## src/rtl/select_carry_pkg.sv

```systemverilog
// Shared constants and parameter checks for the pipelined carry-select adder family.
package select_carry_pkg;

  localparam logic OP_ADD = 1'b0;
  localparam logic OP_SUB = 1'b1;

  localparam int unsigned DEF_WIDTH  = 64;
  localparam int unsigned DEF_STAGES = 4;
  localparam int unsigned DEF_BLK    = 8;

  // Legal when every stage splits evenly into whole BLK-bit segments.
  function automatic bit params_ok(input int unsigned w, input int unsigned s,
                                   input int unsigned b);
    return (s != 0) && (b != 0) && ((w % (s * b)) == 0);
  endfunction

endpackage

```

## src/rtl/select_carry_segment.sv

```systemverilog
// One carry-select segment: sums for carry-in 0 and 1 formed in parallel, carry-in picks one.
module select_carry_segment #(
  parameter int unsigned BLK = 8
) (
  input  logic [BLK-1:0] a,
  input  logic [BLK-1:0] b,
  input  logic           cin,
  output logic [BLK-1:0] sum,
  output logic           cout
);

  logic [BLK:0] w_r0;
  logic [BLK:0] w_r1;

  assign w_r0        = {1'b0, a} + {1'b0, b};
  assign w_r1        = {1'b0, a} + {1'b0, b} + {{BLK{1'b0}}, 1'b1};
  assign {cout, sum} = cin ? w_r1 : w_r0;

endmodule

```

## src/rtl/pipelined_select_carry_adder.sv

```systemverilog
// Streaming carry-select adder/subtractor: one WIDTH/STAGES slice per stage, carry registered between slices.
module pipelined_select_carry_adder
  import select_carry_pkg::*;
#(
  parameter int unsigned WIDTH  = DEF_WIDTH,
  parameter int unsigned STAGES = DEF_STAGES,
  parameter int unsigned BLK    = DEF_BLK
) (
  input  logic             clk,
  input  logic             rst_n,
  input  logic             in_valid,
  output logic             in_ready,
  input  logic [WIDTH-1:0] in_a,
  input  logic [WIDTH-1:0] in_b,
  input  logic             in_cin,
  input  logic             in_sub,
  output logic             out_valid,
  input  logic             out_ready,
  output logic [WIDTH-1:0] out_sum,
  output logic             out_cout,
  output logic             out_ovf
);

  localparam int unsigned SW   = WIDTH / STAGES;
  localparam int unsigned NSEG = SW / BLK;

  if (!params_ok(WIDTH, STAGES, BLK)) begin : g_bad_params
    $error("pipelined_select_carry_adder: WIDTH must be a multiple of STAGES*BLK");
  end

  logic              w_en;
  logic              w_acc;
  logic [WIDTH-1:0]  w_b_in;
  logic              w_c_in;
  logic [STAGES-1:0] r_vld;
  logic              r_ovf;
  logic              w_c_msb_in;
  logic              w_ovf_nxt;

  // The whole pipe advances together; a stalled output freezes every stage.
  assign w_en     = !r_vld[STAGES-1] || out_ready;
  assign in_ready = w_en;
  assign w_acc    = in_valid && w_en;
  assign w_b_in   = (in_sub == OP_ADD) ? in_b : ~in_b;
  assign w_c_in   = (in_sub == OP_SUB) ? 1'b1 : in_cin;

  always_ff @(posedge clk) begin
    if (!rst_n) begin
      r_vld <= '0;
    end else if (w_en) begin
      r_vld[0] <= w_acc;
      for (int unsigned i = 1; i < STAGES; i++) begin
        r_vld[i] <= r_vld[i-1];
      end
    end
  end

  // Operand skew: g_skew[s] holds the operand bits not yet consumed after stage s.
  for (genvar s = 0; s < STAGES - 1; s++) begin : g_skew
    logic [WIDTH-(s+1)*SW-1:0] r_a;
    logic [WIDTH-(s+1)*SW-1:0] r_b;
    logic [WIDTH-(s+1)*SW-1:0] w_a_nxt;
    logic [WIDTH-(s+1)*SW-1:0] w_b_nxt;

    if (s == 0) begin : g_head
      assign w_a_nxt = in_a[WIDTH-1:SW];
      assign w_b_nxt = w_b_in[WIDTH-1:SW];
    end else begin : g_tail
      assign w_a_nxt = g_skew[s-1].r_a[WIDTH-s*SW-1:SW];
      assign w_b_nxt = g_skew[s-1].r_b[WIDTH-s*SW-1:SW];
    end

    always_ff @(posedge clk) begin
      if (!rst_n) begin
        r_a <= '0;
        r_b <= '0;
      end else if (w_en) begin
        r_a <= w_a_nxt;
        r_b <= w_b_nxt;
      end
    end
  end

  // Stage s resolves slice s; r_sum accumulates the de-skewed low slices.
  for (genvar s = 0; s < STAGES; s++) begin : g_stage
    logic [SW-1:0]         w_a;
    logic [SW-1:0]         w_b;
    logic [SW-1:0]         w_sum;
    logic [NSEG:0]         w_c;
    logic [(s+1)*SW-1:0]   w_sum_nxt;
    logic [(s+1)*SW-1:0]   r_sum;
    logic                  r_c;

    if (s == 0) begin : g_first
      assign w_a       = in_a[SW-1:0];
      assign w_b       = w_b_in[SW-1:0];
      assign w_c[0]    = w_c_in;
      assign w_sum_nxt = w_sum;
    end else begin : g_next
      assign w_a       = g_skew[s-1].r_a[SW-1:0];
      assign w_b       = g_skew[s-1].r_b[SW-1:0];
      assign w_c[0]    = g_stage[s-1].r_c;
      assign w_sum_nxt = {w_sum, g_stage[s-1].r_sum};
    end

    for (genvar g = 0; g < NSEG; g++) begin : g_seg
      select_carry_segment #(.BLK(BLK)) u_seg (
        .a   (w_a[g*BLK +: BLK]),
        .b   (w_b[g*BLK +: BLK]),
        .cin (w_c[g]),
        .sum (w_sum[g*BLK +: BLK]),
        .cout(w_c[g+1])
      );
    end

    always_ff @(posedge clk) begin
      if (!rst_n) begin
        r_sum <= '0;
        r_c   <= 1'b0;
      end else if (w_en) begin
        r_sum <= w_sum_nxt;
        r_c   <= w_c[NSEG];
      end
    end
  end

  // Carry into the MSB recovered from the MSB's own sum bit: a ^ b ^ s.
  assign w_c_msb_in = g_stage[STAGES-1].w_a[SW-1] ^ g_stage[STAGES-1].w_b[SW-1]
                    ^ g_stage[STAGES-1].w_sum[SW-1];
  assign w_ovf_nxt  = w_c_msb_in ^ g_stage[STAGES-1].w_c[NSEG];

  always_ff @(posedge clk) begin
    if (!rst_n) begin
      r_ovf <= 1'b0;
    end else if (w_en) begin
      r_ovf <= w_ovf_nxt;
    end
  end

  assign out_valid = r_vld[STAGES-1];
  assign out_sum   = g_stage[STAGES-1].r_sum;
  assign out_cout  = g_stage[STAGES-1].r_c;
  assign out_ovf   = r_ovf;

endmodule

```

## config.mk

```make
export PLATFORM = sky130hd
export DESIGN_NAME = pipelined_select_carry_adder
export DESIGN_NICKNAME = d
export VERILOG_FILES = /design/src/rtl/select_carry_pkg.sv /design/src/rtl/select_carry_segment.sv /design/src/rtl/pipelined_select_carry_adder.sv
export SDC_FILE = /design/constraint.sdc
export NUM_CORES = 1
export LEC_CHECK = 0
export CAP_MARGIN = 20
export CORE_ASPECT_RATIO = 0.5
export CORE_UTILIZATION = 40
export DETAILED_ROUTE_END_ITERATION = 16
export HOLD_SLACK_MARGIN = 0.1
export SYNTH_ARGS = -nofsm -noshare
export SYNTH_HDL_FRONTEND = slang
export SYNTH_HIERARCHICAL = 1
export SYNTH_SLANG_ARGS = --single-unit
```

## constraint.sdc

```tcl
create_clock -name clk -period 6.5 [get_ports clk]
set_input_delay 0.975 -clock clk [delete_from_list [all_inputs] [get_ports clk]]
set_output_delay 0.975 -clock clk [all_outputs]
set_load 0.03 [all_outputs]
```

==> metrics.md <==
| Metric | Value |
|---|---|
| Status | `finished with violations` |
| Violated checks | `DRC` |
| Cells after synthesis | `2078` |
| Area Overhead vs Synth | `18.2%` |
| Post-synthesis cell area | `0.0180 mm²` |
| Ys Warns | `6` |
| Seq cells post-synth | `361` |
| Setup TNS | `0 ns` |
| RePlAce Congestion | `0.810` |
| Initial antenna violation count | `0` |
| FF-to-FF Start | `g_skew[2].r_a[0]` |
| Cells after DPL | `2747` |
| Residual DRC | `6` |
| Vias/cell | `4.86` |
| Row count | `54` |
| Post-synth EDFFs | `0` |
| CTS root buf | `clkbuf_16` |
| CTS tree | `done` |
| Hold Buf Count CTS | `0` |
| Post-DP HPWL | `23800 µm` |
| Slew @ Worst Pin | `1.07 ns` |
| Core area | `0.0440 mm²` |
| Worst-case clock buffer depth | `3` |
| Cell Int Power | `4150 µW` |
| Die area | `0.0459 mm²` |
| Post-synth top area share | `40.2%` |
| Fin crit share | `62.6%` |
| Final WS setup | `2.43 ns` |
| Top cells by area, synth | `dfxtp_1 40%, nand2_1 14%, a21boi_1 13%` |
| Min-delay src | `out_sum[30]` |
| Nature of the critical path endpoint | `flop` |
| TritonCTS sink count | `361` |
| Initial DRC count | `799` |
| Drt pass-1 iters | `12` |
| Fmax | `246 MHz` |
| Required @ worst endpoint | `6.94 ns` |
| Count of final hold-check violations | `0` |
| Worst slack, placed | `1.87 ns` |
| Total CTS buffers | `37` |
| Post-Route Utilization | `48.3%` |
| Vias in the first global route | `12928` |
| Post-CTS Repair Setup Buffers | `0` |
| Worst Path Class, Setup | `input port to flop` |
| Clock latency on the worst-skew pair | `0.52 ns` |
| Post-cts resize count | `0` |
| Initial Util | `40.9%` |
| CP Launch Type | `input port` |
| Total Nets Final | `2412` |
| Critical-path cell list | `buf_4 -> xor2_1 -> ha_1 -> fa_1 -> a211o_2 -> o21ai_1 -> xnor2_1 -> nand4b_2 -> nor3_2 -> xnor2_1 -> nand4_1 -> nand3b_1 -> nor3_2 -> xnor2_1 -> nand2_1 -> a21boi_0` |
| Worst VDD drop | `144 µV` |
| Global-route wire length before repair | `63300 µm` |
| Sequential fraction of the synthesis area | `40.2%` |
| Antenna cells | `0` |
| Clock transition at path regs | `0.06 ns` |
| Post-Syn Area per Cell | `8.66 µm²` |
| Reg power frac | `44.2%` |
| Area leader, netlist | `dfxtp_1` |
| Library cells used by synthesis | `37` |
| RSZ-0062 raised after global routing | `no` |
| P_leak | `0.00865 µW` |
| Final wirelength | `37600 µm` |
| Chip Width | `302 µm` |
| Slew Limit Fails | `0` |
| Max stage delay on crit path | `0.42 ns` |
| Syn_nets | `2292` |
| Pwr Density | `261 mW/mm²` |
| Logic pwr share | `15.1%` |
| H-tree lvl count | `2` |
| Launch point of the critical path | `in_sub` |
| Io pins | `202` |
| Port bufs | `201` |
| Die height | `152 µm` |
| Worst path bufs/invs | `1` |
| Max-cap violations | `0` |
| DR WL/cell | `13.4 µm` |
| Max-slew headroom | `28.9%` |
| Tot GR Track Use | `16.2%` |
| Via Count | `13653` |
| Switching Fraction | `25.2%` |
| Skew final | `0.0118 ns` |
| Max FO, Critical Path | `29` |
| Finished Layout Cells | `2812` |
| CP top delay family | `simple AND/OR/NAND/NOR gates` |
| Fin Hold WS | `0.446 ns` |
| Share of layout cells above drive strength 1 | `6.29%` |
| Net switching power | `1400 µW` |
| Clock network fraction of total power | `40.7%` |
| Setup violators final | `0` |
| Worst hold path class | `flop to flop` |
| Critical path's most frequent cell | `xnor2_1` |
| Async set-or-reset flop fraction in the synthesized netlist | `0%` |
| Count leader, synth | `nand2_1` |
| Fin crit period | `4.07 ns` |
| Final ANT Viol Nets | `0` |
| Critical Path Slowest Stage Cell | `fa_1` |
| Critical path arrival | `4.51 ns` |
| Main synth FF type | `dfxtp_1` |
| GRT overflow | `0` |
| Top post-synthesis cells by count | `678 x nand2_1, 361 x dfxtp_1, 301 x a21boi_1` |
| Largest net degree at the start of global routing | `240` |
[metal layers]
layer	vias up	global-route usage (%)	share of wire [%]
met5	-	0	0
met4	0	3.20	1.4
met3	42	2.55	2.5
met2	97	27.5	47
met1	6338	21.8	49
li1	7176	-	-
[area by class of cell]
cell class | count | area [µm²]
Fill cell | 4293 | 22700
Timing Repair Buffer | 208 | 2090
Clock buffer | 54 | 1090
Tap cell | 588 | 736
Clock inverter | 11 | 191
Sequential cell | 361 | 7230
Inverter | 9 | 46.3
Multi-Input combinational cell | 1581 | 9880
[state kept, by name, summed over array words and instances, names as in the netlist]
register,count
g_skew.r_b,96
out_ovf,1
out_sum,64
r_vld,4
g_skew.r_a,96
out_cout,1
g_stage.r_c,3
g_stage.r_sum,96
[final timing paths]
| check | slack [ns] | cells after the start | to |
|---|---|---|---|
| max | 2.43 | 16 | g_stage[0].r_sum[15] |
| min | 0.45 | 2 | out_sum[30] |
| max reg2reg | 2.82 | 15 | out_ovf |
| min reg2reg | 0.45 | 2 | out_sum[30] |
[power by group through the flow]
stage | clock network [µW] | logic (µW) | registers [µW]
4_1_cts | 2340 | 847 | 2450
3_5_place_dp | 0 | 840 | 2500
6_report | 2260 | 834 | 2450
2_1_floorplan | 0 | 584 | 2510
3_3_place_gp | 0 | 833 | 2500
5_1_grt | 2420 | 939 | 2470
[logic make-up after synthesis]
family,synth area share (%)
AOI/OAI and AO/OA,21.3
xor gates and xnor gates,7.55
adders and majority gates,5.90
buffers and inverters,4.92
DFF,40.2
muxes,0.501
and+or+nand+nor,19.7
[metrics by stage]
step	power [µW]	instance area [µm²]
3_3_place_gp	3330	20000
6_report	5540	21300
4_1_cts	5640	21300
2_1_floorplan	3100	18000
5_1_grt	5830	21300
3_5_place_dp	3340	20000
[layout by cell type (no fill, tap or decap), types with 16 or more instances in the layout]
cell / instances
a21oi_1: 33
o21ai_0: 16
clkbuf_16: 39
xor2_1: 58
xnor2_1: 97
ha_1: 72
nand2_1: 678
nor3_2: 16
o21a_1: 25
nor2_1: 80
clkdlybuf4s50_1: 199
dfxtp_1: 361
a21boi_1: 301
o21ai_1: 17
a211oi_2: 16
o211a_1: 48
[worst reg2reg max path: stages, from the launching register on]
cell	delay [ns]
dfxtp_1	0.32
ha_1	0.25
fa_1	0.43
a211o_2	0.39
o21ai_1	0.11
xnor2_1	0.22
nand4b_2	0.18
nor3_2	0.17
xnor2_1	0.27
nand4_1	0.21
nand3b_1	0.26
nor3_2	0.16
xnor2_1	0.18
xor2_1	0.19
xnor2_1	0.14
a21oi_1	0.08
(Power assumes the default switching activity.)
